--- src/rtl/cpu_pkg.sv ---
// cpu_pkg: shared CPU widths, reset PC and the fetch queue entry type.
package cpu_pkg;
    localparam int WIDTH = 16;
    localparam int INSTRUCTIONWIDTH = 24;
    localparam logic [WIDTH-1:0] RESETPC = '0;
    typedef struct packed {
        logic [INSTRUCTIONWIDTH-1:0] instruction;
        logic [WIDTH-1:0] pc;
    } fetch_entry_t;
endpackage

--- src/rtl/fetch_fifo.sv ---
// fetch_fifo: DEPTH-entry FIFO of fetch entries with clear; the head entry is always visible.
module fetch_fifo
    import cpu_pkg::*;
#(
    parameter int DEPTH = 4,
    localparam int CW = $clog2(DEPTH + 1),
    localparam int PW = $clog2(DEPTH)
) (
    input  logic clock,
    input  logic reset,
    input  logic push,
    input  logic pop,
    input  logic clear,
    input  fetch_entry_t pushEntry,
    output logic [CW-1:0] count,
    output fetch_entry_t headEntry,
    output logic empty
);
    fetch_entry_t storage [DEPTH];
    logic [PW-1:0] headPtr, tailPtr;
    always_ff @(posedge clock) begin
        if (reset || clear) begin
            headPtr <= '0;
            tailPtr <= '0;
            count <= '0;
        end else begin
            if (push) tailPtr <= tailPtr + 1'b1;
            if (pop) headPtr <= headPtr + 1'b1;
            count <= count + CW'(push) - CW'(pop);
        end
    end
    always_ff @(posedge clock) if (push) storage[tailPtr] <= pushEntry;
    assign headEntry = storage[headPtr];
    assign empty = count == '0;
endmodule

--- src/rtl/fetch_queue.sv ---
// fetch_queue: sequential instruction fetch into a prefetch FIFO with stall and branch redirect.
// Define FETCHQ_STATS_EN to add saturating stall-cycle and flush counters.
module fetch_queue #(
    parameter int WIDTH = cpu_pkg::WIDTH,
    parameter int INSTRUCTIONWIDTH = cpu_pkg::INSTRUCTIONWIDTH,
    parameter int DEPTH = 4,
    parameter int PCSTEP = 1,
    parameter logic [WIDTH-1:0] RESETPC = cpu_pkg::RESETPC
) (
    input  logic clock,
    input  logic reset,
    input  logic stallD,
    input  logic takeBranchE,
    input  logic [WIDTH-1:0] branchTargetE,
    output logic imemReadEnable,
    output logic [WIDTH-1:0] imemAddress,
    input  logic [INSTRUCTIONWIDTH-1:0] imemReadData,
    output logic validD,
    output logic [INSTRUCTIONWIDTH-1:0] InstructionD,
    output logic [WIDTH-1:0] PCD
`ifdef FETCHQ_STATS_EN
    ,
    output logic [15:0] statStallCycles,
    output logic [15:0] statFlushes
`endif
);
    import cpu_pkg::*;
    localparam int CW = $clog2(DEPTH + 1);
    logic [WIDTH-1:0] fetchPC, lastAddr;
    logic inflight, deq, push, empty;
    logic [CW-1:0] count;
    fetch_entry_t headEntry, pushEntry;
    assign validD = !empty;
    assign deq = validD && !stallD && !takeBranchE;
    assign push = inflight && !takeBranchE;
    // The response still on its way back already owns a slot, so it is counted as occupancy.
    assign imemReadEnable = !reset && !takeBranchE && (int'(count) + int'(inflight) - int'(deq) < DEPTH);
    assign imemAddress = fetchPC;
    assign pushEntry = {imemReadData, lastAddr};
    assign InstructionD = validD ? headEntry.instruction : '0;
    assign PCD = validD ? headEntry.pc : '0;
    always_ff @(posedge clock) begin
        if (reset) begin
            fetchPC <= RESETPC;
            inflight <= 1'b0;
        end else begin
            inflight <= imemReadEnable;
            fetchPC <= takeBranchE ? branchTargetE : imemReadEnable ? fetchPC + WIDTH'(PCSTEP) : fetchPC;
        end
    end
    always_ff @(posedge clock) if (imemReadEnable) lastAddr <= fetchPC;
    fetch_fifo #(.DEPTH(DEPTH)) queue (
        .clock(clock),
        .reset(reset),
        .push(push),
        .pop(deq),
        .clear(takeBranchE),
        .pushEntry(pushEntry),
        .count(count),
        .headEntry(headEntry),
        .empty(empty)
    );
`ifdef FETCHQ_STATS_EN
    always_ff @(posedge clock) begin
        if (reset) begin
            statStallCycles <= '0;
            statFlushes <= '0;
        end else begin
            if (validD && stallD && statStallCycles != '1) statStallCycles <= statStallCycles + 1'b1;
            if (takeBranchE && statFlushes != '1) statFlushes <= statFlushes + 1'b1;
        end
    end
`endif
endmodule

--- config.mk ---
export PLATFORM = sky130hd
export DESIGN_NAME = fetch_queue
export DESIGN_NICKNAME = d
export VERILOG_FILES = /design/src/rtl/cpu_pkg.sv /design/src/rtl/fetch_fifo.sv /design/src/rtl/fetch_queue.sv
export SDC_FILE = /design/constraint.sdc
export NUM_CORES = 1
export LEC_CHECK = 0
export CORE_AREA = 2 2 220 114
export DETAILED_ROUTE_END_ITERATION = 7
export DIE_AREA = 0 0 222 116
export DONT_BUFFER_PORTS = 1
export PLACE_DENSITY = 0.48
export SYNTH_ARGS = -nofsm -noshare
export SYNTH_HDL_FRONTEND = slang
export SYNTH_HIERARCHICAL = 1
export SYNTH_SLANG_ARGS = --single-unit
--- constraint.sdc ---
create_clock -name clock -period 4.3 [get_ports clock]
set_clock_uncertainty 0.2 [all_clocks]
set_input_delay 0.43 -clock clock [delete_from_list [all_inputs] [get_ports clock]]
set_output_delay 0.43 -clock clock [all_outputs]
set_load 0.1 [all_outputs]
==> summary.txt <==
Logic synthesis
  – Most common cell in the synthesized netlist: edfxtp_1
  – Top FF cell, synth: edfxtp_1
  – Syn. warnings: 6
  – Post-synth top cells: edfxtp_1, nor2b_1, mux4_2
  – Synth area leaders: edfxtp_1, mux4_2, dfxtp_1, nor2b_1, ha_1
  – Cell area after synthesis: 8203 um^2
  – Leading area contributor after synthesis: edfxtp_1
  – Top-area cell type share of the netlist area: 0.6443
  – Cells after Synth: 459
  – #FFs+latches synth: 202
  – Average footprint of a synthesized cell: 17.87 um^2
  – Syn_nets: 516
  – Number of flops mapped to enable cells by yosys: 176
  – Asr flop ratio synth: 0
  – Register area share after synthesis: 0.7077
  – Distinct cells, synth: 50

Drt
  – ANT nets after route: 0
  – Vias per inst: 4.898
  – Final wirelength: 18410 um
  – Wirelength per Cell: 20.73 um
  – Pre-antenna DRT Iters: 4
  – 1st-iter DRT viols: 291
  – Via count: 4349
  – Drt drc: 0

Critical path
  – Crit-path cells: dlygate4sd3_1, nor3_2, ha_1, inv_1, ha_1, and3b_1, a2111oi_4, o41ai_4, a21o_1, a311oi_1, dlygate4sd3_1
  – Kind of end point of the critical path: flip-flop
  – Worst Path Max Fanout: 10
  – Worst EP arrival: 4330 ps
  – WP depth: 11
  – Crit path kind: in -> reg
  – Worst Path Buf+Inv: 3
  – CP required: 4540 ps
  – Master of the slowest instance on the critical path: a2111oi_4
  – Nature of the critical path startpoint: primary input
  – Cells on worst reg2reg path: 11
  – Delay-heaviest family, CP: compound AO/OA/AOI/OAI gates
  – CP peak stage delay: 670 ps

Timing
  – Slew @ Worst Pin: 1106 ps
  – TNS Setup: 0 ps
  – Final period utilization: 0.9521
  – Final min period: 4094 ps
  – Fin. Hold Viols: 0
  – Slew Viols, Final: 0
  – Max frequency: 0.2443 GHz
  – Unrepaired setup endpoints after global routing: false
  – Final setup vio count: 0
  – Relative slew slack: 0.2614
  – Hold slack final: 59.96 ps

GRT
  – GRT Total Usage: 0.1473
  – Grt total ovfl: 0
  – First-pass GRT wire length: 28150 um
  – Vias in the first global route: 4561
  – Largest net degree at the start of global routing: 38
  – Initial antenna violation count: 0

Floorplan
  – Chip width: 222 um
  – Die Footprint: 25750 um^2
  – Die Y: 116 um
  – # IOs: 102
  – CORE AREA: 23670 um^2
  – Number of core rows: 40
  – Initial Util: 0.3465

Placed design
  – IO Port Bufs: 0
  – GPL Wtd Cong: 0.7646
  – Post-DP HPWL: 11430 um

Outcome
  – Outcome: finished, final reports clean

Clocking
  – H-tree depth: 1
  – Clock Sinks: 202
  – CTS tree: yes
  – PostCTS Resize Cnt: 0
  – CTS buffer count: 20
  – Clk_lat worst skew: 500 ps
  – Reg clk slew, reported paths: 70 ps
  – CTS Buffer Depth: 3
  – Root buffer cell: clkbuf_16

Layout
  – Layout cell share with drive strength beyond 1: 0.3234
  – Nets: 616
  – Area growth, synth to finish: 22.82%

Worst hold path
  – Tightest Hold Check Type: in -> reg
  – Hold Crit Depth: 3

Run
  – Max Cap Viol: 0

Power
  – Worst VDD drop: 0.1980 mV
  – LEAKAGE: 3.339 nW
  – Power density over cell area: 426.6 nW/um^2
## sequential cells by signal, indices dropped and copies added, names as in the netlist, named ones only
name           cells
imemAddress       16
lastAddr          16
queue/count        3
queue/headPtr      2
inflight           1
queue/tailPtr      2
queue/storage    160
## cell families (layout without fill, tap and decap cells)
group	after synthesis	count (layout)	synth area share
xor gates and xnor gates	8	8	0.01037
muxes	43	43	0.1136
adders and majority gates	13	13	0.02074
other	0	1	0
buffers and inverters	43	156	0.03005
AOI/OAI and AO/OA	42	42	0.04439
DFF	202	202	0.7077
and+or+nand+nor	108	108	0.07306
## layout by cell type (no fill, tap or decap), types with 3 or more instances in the layout
master,Yosys,layout
a211o_1,3,3
nor2b_2,0,40
clkinv_2,0,6
nor4_1,4,3
a21o_1,5,5
mux4_2,40,40
and3_1,4,4
or3_1,4,4
buf_4,0,56
dlygate4sd3_1,0,43
ha_1,12,12
nand3_1,7,7
a21oi_1,3,3
xnor2_1,6,6
nor2_1,22,22
a311oi_1,5,5
nand2_1,7,7
edfxtp_1,176,176
clkbuf_16,0,21
inv_1,22,22
a211oi_1,5,5
dfxtp_1,26,24
and2_2,0,4
o21ai_0,7,7
## stage by stage
step	utilization	power, mW	std cells	setup WS (ps)	instance area, um^2
5_1_grt	0.4255	4.470	887	37.89	10070
3_3_place_gp	0.3800	2.546	809	925.3	8995
3_5_place_dp	0.3800	2.551	809	808.0	8995
2_1_floorplan	-	2.479	459	66.61	8229
6_report	0.4256	4.298	888	205.9	10070
4_1_cts	0.4255	4.361	887	271.0	10070
## layer usage
| metal | vias up | GRT usage | wire [um] |
|---|---|---|---|
| met5 | - | 0 | 0 |
| met4 | 0 | 0.02342 | 177 |
| met3 | 18 | 0.04615 | 1203 |
| met2 | 113 | 0.2226 | 7946 |
| met1 | 2227 | 0.2131 | 9083 |
| li1 | 1991 | - | - |
## layout make-up
type | instances | area [um^2]
fill | 2110 | 13600
sequential | 202 | 5811
multi-input combinational | 214 | 2287
timing repair buffer | 99 | 850.8
clock buffer | 23 | 533.0
tap | 315 | 394.1
clock inverter | 12 | 113.9
inverter | 22 | 82.58
antenna | 1 | 2.502
## worst register-to-register path, stage by stage, from the launching register on
cell and delay [ps]:
dfxtp_1 460, nor3_4 80, nor3_2 440, ha_1 240, inv_1 50, ha_1 260
and3b_1 250, a2111oi_4 670, o41ai_4 260, a21o_1 210, a311oi_1 270, dlygate4sd3_1 600
## where the power goes
part	total, mW	switching, mW	internal [mW]
combinational	0.346	0.249	0.0974
sequential	2.20	0.0377	2.17
clock	1.75	0.735	1.01
total	4.30	1.02	3.28
## repair_timing
item                                   CTS  global route
hold buffers                            43             0
endpoints found under the hold margin  117             0
setup endpoints to repair                0             1
setup buffers                            0             0
## worst paths after layout
path	from	to	slack, ps
setup reg to reg	queue/count[1]	imemAddress[12]	260
setup / recovery	takeBranchE	imemAddress[12]	210
hold / removal	takeBranchE	queue/tailPtr[0]	60
hold reg to reg	lastAddr[1]	queue/storage[1][1]	300
(Power assumes the default switching activity.)
